$ cat config.mk
export PLATFORM = sky130hd
export DESIGN_NAME = swan128k128_kat_sequencer_flat
export DESIGN_NICKNAME = d
export VERILOG_FILES = /design/src/rtl/swan128k128_kat_sequencer_if.sv /design/src/rtl/swan128k128_kat_sequencer.sv /design/src/flat_wrapper.sv
export SDC_FILE = /design/constraint.sdc
export NUM_CORES = 1
export LEC_CHECK = 0
export CAP_MARGIN = 20
export CORE_AREA = 2 2 303 305
export CTS_BUF_LIST = sky130_fd_sc_hd__clkbuf_4 sky130_fd_sc_hd__clkbuf_8
export CTS_CLUSTER_DIAMETER = 60
export CTS_CLUSTER_SIZE = 25
export DETAILED_ROUTE_END_ITERATION = 16
export DIE_AREA = 0 0 305 307
export GPL_ROUTABILITY_DRIVEN = 1
export GPL_TIMING_DRIVEN = 0
export PLACE_DENSITY = 0.45
export SETUP_SLACK_MARGIN = 0.02
export SYNTH_ARGS = -nofsm -noshare
export SYNTH_HDL_FRONTEND = slang
export SYNTH_SLANG_ARGS = --single-unit
$ cat constraint.sdc
create_clock -name clk -period 5.6 [get_ports clk]
set_clock_uncertainty 0.1 [all_clocks]
set_input_delay 0.84 -clock clk [delete_from_list [all_inputs] [get_ports clk]]
set_output_delay 0.84 -clock clk [all_outputs]
set_load 0.01 [all_outputs]
$ cat src/rtl/swan128k128_kat_sequencer_if.sv
// Handshake bundle between the KAT sequencer and the SWAN-128/128 encrypt/decrypt cores.
// master: sequencer side (start/key/inp out, ready/out in); slave: core side (mirror image).
// Bit 0 of every 128-bit bus is the MSB.
interface swan128k128_kat_sequencer_if;
    logic         enc_start;
    logic [0:127] enc_key;
    logic [0:127] enc_inp;
    logic         enc_ready;
    logic [0:127] enc_out;
    logic         dec_start;
    logic [0:127] dec_key;
    logic [0:127] dec_inp;
    logic         dec_ready;
    logic [0:127] dec_out;

    modport master (
        output enc_start, enc_key, enc_inp, dec_start, dec_key, dec_inp,
        input  enc_ready, enc_out, dec_ready, dec_out
    );

    modport slave (
        input  enc_start, enc_key, enc_inp, dec_start, dec_key, dec_inp,
        output enc_ready, enc_out, dec_ready, dec_out
    );
endinterface

$ cat src/rtl/swan128k128_kat_sequencer.sv
// Power-on known-answer-test initiator: runs 4 ROM vectors through the SWAN-128/128 enc then dec core.
// Latency: per operation START_HOLD + core latency + 1 cycles, plus 2 cycles for the whole run.
// Backpressure: each core is started only when its previous result was consumed; ready timeout = TIMEOUT cycles.
// Ports: clk/rst (async active-low), run request, cores (enc/dec start/key/inp/ready/out bundle),
//        busy, done pulse, sticky verdict pass, fail_idx, fail_dec, timeout.
module swan128k128_kat_sequencer #(
    parameter int unsigned TIMEOUT    = 1023,
    parameter int unsigned START_HOLD = 1
) (
    input  logic                               clk,
    input  logic                               rst,
    input  logic                               run,
    swan128k128_kat_sequencer_if.master        cores,
    output logic                               busy,
    output logic                               done,
    output logic                               pass,
    output logic [1:0]                         fail_idx,
    output logic                               fail_dec,
    output logic                               timeout
);
    localparam logic [9:0] WAIT_LAST = 10'(TIMEOUT);
    localparam logic [3:0] HOLD_LAST = 4'(START_HOLD - 1);

    typedef enum logic [2:0] {
        IDLE, ENC_LOAD, ENC_WAIT, ENC_CHK, DEC_LOAD, DEC_WAIT, DEC_CHK, FINISH
    } state_t;

    function automatic logic [0:127] rom_key(input logic [1:0] i);
        case (i)
            2'd0:    rom_key = 128'h00000000000000000000000000000000;
            2'd1:    rom_key = 128'h78563412785634127856341278563412;
            2'd2:    rom_key = 128'hffeeddccbbaa00998877665544332211;
            default: rom_key = 128'hffffffffffffffffffffffffffffffff;
        endcase
    endfunction

    function automatic logic [0:127] rom_pt(input logic [1:0] i);
        case (i)
            2'd0:    rom_pt = 128'h78563412785634127856341278563412;
            2'd1:    rom_pt = 128'h11111111111111111111111111111111;
            2'd2:    rom_pt = 128'hffffffffffffffffffffffffffffffff;
            default: rom_pt = 128'hf0debc9a78563412f0debc9a78563412;
        endcase
    endfunction

    function automatic logic [0:127] rom_ct(input logic [1:0] i);
        case (i)
            2'd0:    rom_ct = 128'h7471e75b14c448bbafc68d66170d1ac9;
            2'd1:    rom_ct = 128'hfaf0220b1ac0c6ce55a98207d26e67ec;
            2'd2:    rom_ct = 128'h6f63ea4d832b7ab471080cd8fe4519bc;
            default: rom_ct = 128'h8b9d520a184f4dc8189263a70c0eebba;
        endcase
    endfunction

    state_t       state, state_nxt;
    logic [1:0]   idx, idx_nxt;
    logic [3:0]   hold_cnt, hold_nxt;
    logic [9:0]   wait_cnt, wait_nxt;
    logic [0:127] result, result_nxt;
    logic [0:127] enc_key_q, enc_key_nxt, enc_inp_q, enc_inp_nxt;
    logic [0:127] dec_key_q, dec_key_nxt, dec_inp_q, dec_inp_nxt;
    logic         pass_q, pass_nxt;
    logic [1:0]   fail_idx_q, fail_idx_nxt;
    logic         fail_dec_q, fail_dec_nxt;
    logic         timeout_q, timeout_nxt;

    always_ff @(posedge clk or negedge rst) begin
        if (!rst) begin
            state      <= IDLE;
            idx        <= '0;
            hold_cnt   <= '0;
            wait_cnt   <= '0;
            result     <= '0;
            enc_key_q  <= '0;
            enc_inp_q  <= '0;
            dec_key_q  <= '0;
            dec_inp_q  <= '0;
            pass_q     <= 1'b0;
            fail_idx_q <= '0;
            fail_dec_q <= 1'b0;
            timeout_q  <= 1'b0;
        end else begin
            state      <= state_nxt;
            idx        <= idx_nxt;
            hold_cnt   <= hold_nxt;
            wait_cnt   <= wait_nxt;
            result     <= result_nxt;
            enc_key_q  <= enc_key_nxt;
            enc_inp_q  <= enc_inp_nxt;
            dec_key_q  <= dec_key_nxt;
            dec_inp_q  <= dec_inp_nxt;
            pass_q     <= pass_nxt;
            fail_idx_q <= fail_idx_nxt;
            fail_dec_q <= fail_dec_nxt;
            timeout_q  <= timeout_nxt;
        end
    end

    always_comb begin
        state_nxt    = state;
        idx_nxt      = idx;
        hold_nxt     = hold_cnt;
        wait_nxt     = wait_cnt;
        result_nxt   = result;
        enc_key_nxt  = enc_key_q;
        enc_inp_nxt  = enc_inp_q;
        dec_key_nxt  = dec_key_q;
        dec_inp_nxt  = dec_inp_q;
        pass_nxt     = pass_q;
        fail_idx_nxt = fail_idx_q;
        fail_dec_nxt = fail_dec_q;
        timeout_nxt  = timeout_q;
        case (state)
            IDLE: begin
                if (run) begin
                    state_nxt    = ENC_LOAD;
                    idx_nxt      = 2'd0;
                    hold_nxt     = '0;
                    enc_key_nxt  = rom_key(2'd0);
                    enc_inp_nxt  = rom_pt(2'd0);
                    pass_nxt     = 1'b0;
                    fail_idx_nxt = '0;
                    fail_dec_nxt = 1'b0;
                    timeout_nxt  = 1'b0;
                end
            end
            ENC_LOAD: begin
                if (hold_cnt == HOLD_LAST) begin
                    state_nxt = ENC_WAIT;
                    hold_nxt  = '0;
                    wait_nxt  = '0;
                end else begin
                    hold_nxt = hold_cnt + 4'd1;
                end
            end
            ENC_WAIT: begin
                // ready has priority over a timeout on the same cycle
                if (cores.enc_ready) begin
                    result_nxt = cores.enc_out;
                    state_nxt  = ENC_CHK;
                end else if (wait_cnt == WAIT_LAST) begin
                    timeout_nxt  = 1'b1;
                    fail_idx_nxt = idx;
                    fail_dec_nxt = 1'b0;
                    state_nxt    = FINISH;
                end else begin
                    wait_nxt = wait_cnt + 10'd1;
                end
            end
            ENC_CHK: begin
                if (result == rom_ct(idx)) begin
                    state_nxt   = DEC_LOAD;
                    hold_nxt    = '0;
                    dec_key_nxt = rom_key(idx);
                    dec_inp_nxt = rom_ct(idx);
                end else begin
                    fail_idx_nxt = idx;
                    fail_dec_nxt = 1'b0;
                    state_nxt    = FINISH;
                end
            end
            DEC_LOAD: begin
                if (hold_cnt == HOLD_LAST) begin
                    state_nxt = DEC_WAIT;
                    hold_nxt  = '0;
                    wait_nxt  = '0;
                end else begin
                    hold_nxt = hold_cnt + 4'd1;
                end
            end
            DEC_WAIT: begin
                if (cores.dec_ready) begin
                    result_nxt = cores.dec_out;
                    state_nxt  = DEC_CHK;
                end else if (wait_cnt == WAIT_LAST) begin
                    timeout_nxt  = 1'b1;
                    fail_idx_nxt = idx;
                    fail_dec_nxt = 1'b1;
                    state_nxt    = FINISH;
                end else begin
                    wait_nxt = wait_cnt + 10'd1;
                end
            end
            DEC_CHK: begin
                if (result == rom_pt(idx)) begin
                    if (idx == 2'd3) begin
                        pass_nxt  = 1'b1;
                        state_nxt = FINISH;
                    end else begin
                        idx_nxt     = idx + 2'd1;
                        hold_nxt    = '0;
                        enc_key_nxt = rom_key(idx + 2'd1);
                        enc_inp_nxt = rom_pt(idx + 2'd1);
                        state_nxt   = ENC_LOAD;
                    end
                end else begin
                    fail_idx_nxt = idx;
                    fail_dec_nxt = 1'b1;
                    state_nxt    = FINISH;
                end
            end
            FINISH:  state_nxt = IDLE;
            default: state_nxt = IDLE;
        endcase
    end

    assign cores.enc_start = (state == ENC_LOAD);
    assign cores.enc_key   = enc_key_q;
    assign cores.enc_inp   = enc_inp_q;
    assign cores.dec_start = (state == DEC_LOAD);
    assign cores.dec_key   = dec_key_q;
    assign cores.dec_inp   = dec_inp_q;

    assign busy     = (state != IDLE) && (state != FINISH);
    assign done     = (state == FINISH);
    assign pass     = pass_q;
    assign fail_idx = fail_idx_q;
    assign fail_dec = fail_dec_q;
    assign timeout  = timeout_q;
endmodule

$ cat src/flat_wrapper.sv
// flat-port wrapper written by rule: the top's interface ports become plain ports
module swan128k128_kat_sequencer_flat 
#(
    parameter int unsigned TIMEOUT    = 1023,
    parameter int unsigned START_HOLD = 1
)
  (clk, rst, run, busy, done, pass, fail_idx, fail_dec, timeout, cores_enc_start, cores_enc_key, cores_enc_inp, cores_dec_start, cores_dec_key, cores_dec_inp, cores_enc_ready, cores_enc_out, cores_dec_ready, cores_dec_out);
  swan128k128_kat_sequencer_if cores_i ();
  input  logic clk;
  input  logic rst;
  input  logic run;
  output logic busy;
  output logic done;
  output logic pass;
  output logic [1:0] fail_idx;
  output logic fail_dec;
  output logic timeout;
  output wire logic [$bits(cores_i.enc_start)-1:0] cores_enc_start;
  output wire logic [$bits(cores_i.enc_key)-1:0] cores_enc_key;
  output wire logic [$bits(cores_i.enc_inp)-1:0] cores_enc_inp;
  output wire logic [$bits(cores_i.dec_start)-1:0] cores_dec_start;
  output wire logic [$bits(cores_i.dec_key)-1:0] cores_dec_key;
  output wire logic [$bits(cores_i.dec_inp)-1:0] cores_dec_inp;
  input wire logic [$bits(cores_i.enc_ready)-1:0] cores_enc_ready;
  input wire logic [$bits(cores_i.enc_out)-1:0] cores_enc_out;
  input wire logic [$bits(cores_i.dec_ready)-1:0] cores_dec_ready;
  input wire logic [$bits(cores_i.dec_out)-1:0] cores_dec_out;
  assign cores_enc_start = cores_i.enc_start;
  assign cores_enc_key = cores_i.enc_key;
  assign cores_enc_inp = cores_i.enc_inp;
  assign cores_dec_start = cores_i.dec_start;
  assign cores_dec_key = cores_i.dec_key;
  assign cores_dec_inp = cores_i.dec_inp;
  assign cores_i.enc_ready = cores_enc_ready;
  assign cores_i.enc_out = cores_enc_out;
  assign cores_i.dec_ready = cores_dec_ready;
  assign cores_i.dec_out = cores_dec_out;
  swan128k128_kat_sequencer #(.TIMEOUT(TIMEOUT), .START_HOLD(START_HOLD)) u_core (.clk(clk), .rst(rst), .run(run), .cores(cores_i), .busy(busy), .done(done), .pass(pass), .fail_idx(fail_idx), .fail_dec(fail_dec), .timeout(timeout));
endmodule
==> summary.md <==
IR analysis of the VDD net gives a maximum drop of 0.167 mV. The met2 track demand over resource in global routing came out at 26.7%. Summing all placed instances gives a cell area of 23300 um^2.

Counting flops with a built-in enable in the synthesized netlist gives 0. The tools report the die outline area as 93600 um^2. In this run the vertical extent of the chip is 307 um. The total of max-cap violations was 0; the number of filler instances in the final layout was 9856. For this design the total switching power over the nets is 3.61 mW. The final count of hold timing violations was 0. The logs give 57000 um for the post-detailed-placement half-perimeter wirelength and 224 MHz for the maximum clock frequency.

After synthesis, the cell types taking the most area are dfrtp_1 31%, buf_4 26%, mux2i_1 9.8%, o21ai_0 6.3%, nand2_1 5.0%. The switching part of the total power is 47.5%. The post-route netlist has 23.6% of its cells at a drive strength greater than 1. The CTS root buffer is clkbuf_8.

In this run the tightest slew margin relative to its limit is 14.6%. Clock tree synthesis inserted a total of 17 buffers. For the number of antenna cells inserted, the log shows 0.

The library cells used most frequently in the layout, excluding fill and tap cells, are 772 x clkdlybuf4s50_1, 491 x buf_4, 187 x nand2_1. At the worst endpoint, the required time is 5920 ps. The met1 capacity usage during global routing is 15.9%. The layer flagged by global routing as most heavily used is met2. For the number of nets in the final layout, the log shows 2691. The category of the worst setup path launch point was a flop. In this run the count of I/O pins placed on the die edge is 782.

In this run the worst hold path is classified as input pin to async pin. The run finished with clean final reports. After clock tree synthesis, the setup repair step added 0 buffers. The data arrival time of the worst path was 4770 ps. Setup repair after global routing left no endpoint under its margin. The initial core utilization is 15.4%, and the global-route congestion overflow total is 0. The initialized floorplan defines 111 standard-cell rows.

For this block, the routed nets add up to 68300 um of wire. Detailed-route vias per instance: 3.79. For this run, asynchronously set or reset flops after synthesis account for 100%.

In the synthesized netlist the dominant register cell turns out to be dfrtp_1. Summed over all cells, the static leakage comes to 10.0 nW. Yosys printed 0 warnings. The setup path with the least slack is of type flop to flop.

The final routed wire length divided by cell count was 18.9 um; the internal power was 3.98 mW. For the relative contribution of the clock network to total power, the log shows 12.3%. Combinational logic is responsible for 51.6% of the overall power. Kind of cell adding the most delay to the critical path: simple AND/OR/NAND/NOR gates.

Of the synthesized area, sequential elements account for 31.4%. The finished cells cover 23700 um^2. STA classifies the critical path endpoint as a flop. The clock passes through at most 2 buffers. The total clock sinks is 175. Met3 global-route usage: 2.52%. Overall via count from detail_route: 13700.

The synthesized netlist contains 80 unique library cells. Walking the worst path, the cells encountered are inv_1, ha_1, clkbuf_2, buf_2, o21bai_1, a31oi_1, nor4b_1, nand4_4, and4_4, mux2_4. In this run the worst path has a maximum fanout of 10. On the critical path, the stage with the largest delay is an instance of nor4b_1. The routability-driven placement congestion ratio is 0.941, and the setup-violating endpoint count in the final report is 0. The number of buffers inserted for hold repair after clock tree synthesis came out at 0. The library cell used most frequently in the layout, excluding fill and tap cells, is clkdlybuf4s50_1. The critical path contains buffers and inverters numbering 3 combined.

The area of the core is 90700 um^2. For the synthesized instance count, the log shows 1614. The share of the synthesized area in the top cell type is 31.4%. Each instance of the synthesized netlist takes up on average 8.63 um^2. Entering global routing, the biggest net connects 92 pins. Global routing used 14.0% of the available tracks across all layers.

On the final layout, the worst hold slack is 206 ps. After detailed routing, the number of remaining DRC violations is 0. The growth of design area from synthesis to finish is 70.4%, and the H-tree depth reported by CTS is 4. The share of total power in sequential cells is 36.2%. Once routing completed, OpenROAD measured the worst setup slack at 1140 ps.

The post-cts gate resize count is 0, and the delay of the slowest cell on the worst path is 800 ps. The tools report the post-detailed-route count of antenna-violating nets as 0. TritonCTS built the clock tree.

The synthesis-stage register bit count is 175. In this run, the number of DRC markers left after iteration 0 of detailed routing was 1009. The logs give 96000 um for the first-pass GRT wire length and 3 for the number of antenna violations at the first check in global routing. dfrtp_1 takes more of the synthesized area than any other cell. Buffers placed on the I/O ports in this run total 773. The tools report the max-slew violation count as 0. The width of the die was 305 um; the detailed-routing iteration count for the pre-antenna-repair pass was 5.

The clock reaches the later pin of the worst-skew pair after 530 ps. After clock tree synthesis, the clock-pin slew on the worst setup and hold paths is 110 ps. For the post-synthesis instance area, the log shows 13900 um^2. Dividing total power by cell area gives a power density of 320 nW/um^2.

The tools report the via count of the first global-routing pass as 13100. At the placement stage, the worst setup path has a slack of 870 ps. After layout, the worst path uses 79.6% of the clock period. The final critical path time including I/O delays and setup is 4460 ps, and the actual slew at the worst max-slew pin is 1280 ps.
-- flip-flops by register name (all words and copies together), names as in the netlist --
signal                count
u_core.cores.enc_inp      6
u_core.cores.dec_key      4
u_core.wait_cnt          10
u_core.cores.dec_inp     11
u_core.pass               1
u_core.fail_dec           1
u_core.state              3
u_core.hold_cnt           4
u_core.cores.enc_key      3
u_core.fail_idx           2
u_core.result           128
u_core.idx                1
u_core.timeout            1
-- synth_stat cells (6+ instances only) --
cell type / count
nor2_1: 38
nand4_1: 27
nor3_1: 25
clkbuf_1: 51
o22ai_1: 12
a31oi_1: 6
nand2_1: 187
ha_1: 11
buf_2: 9
o2111ai_1: 11
dfrtp_1: 175
nand2b_1: 14
nor3b_1: 8
o21ai_0: 176
and3_1: 10
or4_1: 17
nor4_1: 10
inv_1: 25
mux2i_1: 137
nand3_1: 22
buf_4: 491
a21oi_1: 14
nand4b_1: 9
-- final timing paths --
| path | start | endpoint | slack (ps) | depth (start not counted) |
|---|---|---|---|---|
| worst max-delay path | u_core.idx[0] | u_core.fail_dec | 1140 | 10 |
| max in group asynchronous | rst | u_core.cores.dec_key[5] | 4280 | 2 |
| worst max register to register | u_core.idx[0] | u_core.fail_dec | 1140 | 10 |
| min in group clk | u_core.pass | u_core.pass | 410 | 2 |
| worst min-delay path | rst | u_core.result[107] | 210 | 1 |
| worst min register to register | u_core.pass | u_core.pass | 410 | 2 |
-- cell families after synthesis --
logic type               Yosys count  synth area share (%)
XOR/XNOR                           9                 0.566
AO/OA/AOI/OAI                    279                  12.1
flip-flops                       175                  31.4
adder cells (fa/ha/maj)           11                 0.988
multiplexers                     143                  10.4
AND/OR/NAND/NOR                  414                  15.4
other                              1                0.0269
buffers and inverters            582                  29.1
-- power groups by stage --
stage               sequential (mW)  combinational (mW)  clock (mW)
CTS                            2.72                4.01       0.967
finish                         2.75                3.92       0.932
global route                   2.80                4.30        1.01
detailed placement             2.74                4.00           0
floorplan                      2.23                2.33           0
global placement               2.75                3.99           0
-- cell type report --
type	count	area, um^2	share of cell area, %
Clock buffer	17	234	0.986
Tap cell	1186	1480	6.25
Inverter	25	93.8	0.395
Multi-Input combinational cell	864	5520	23.3
Buffer	557	3960	16.7
Clock inverter	15	168	0.707
Sequential cell	175	4390	18.5
Timing Repair Buffer	779	7880	33.2
-- layer usage --
metal	up-vias	wire length, um
li1	6705	-
met1	6379	26200
met2	568	36900
met3	74	3650
met4	0	1550
met5	-	0
-- stage by stage --
| step | instances | setup TNS (ps) | power, mW | util [%] |
|---|---|---|---|---|
| floorplan | 1621 | 0 | 4.56 | - |
| global placement | 3580 | -771830 | 6.74 | 25.6 |
| detailed placement | 3586 | 0 | 6.75 | 25.7 |
| CTS | 3618 | 0 | 7.70 | 26.2 |
| global route | 3618 | 0 | 8.11 | 26.2 |
| finish | 3618 | 0 | 7.59 | 26.2 |
Power figures use the tool's default switching activity.
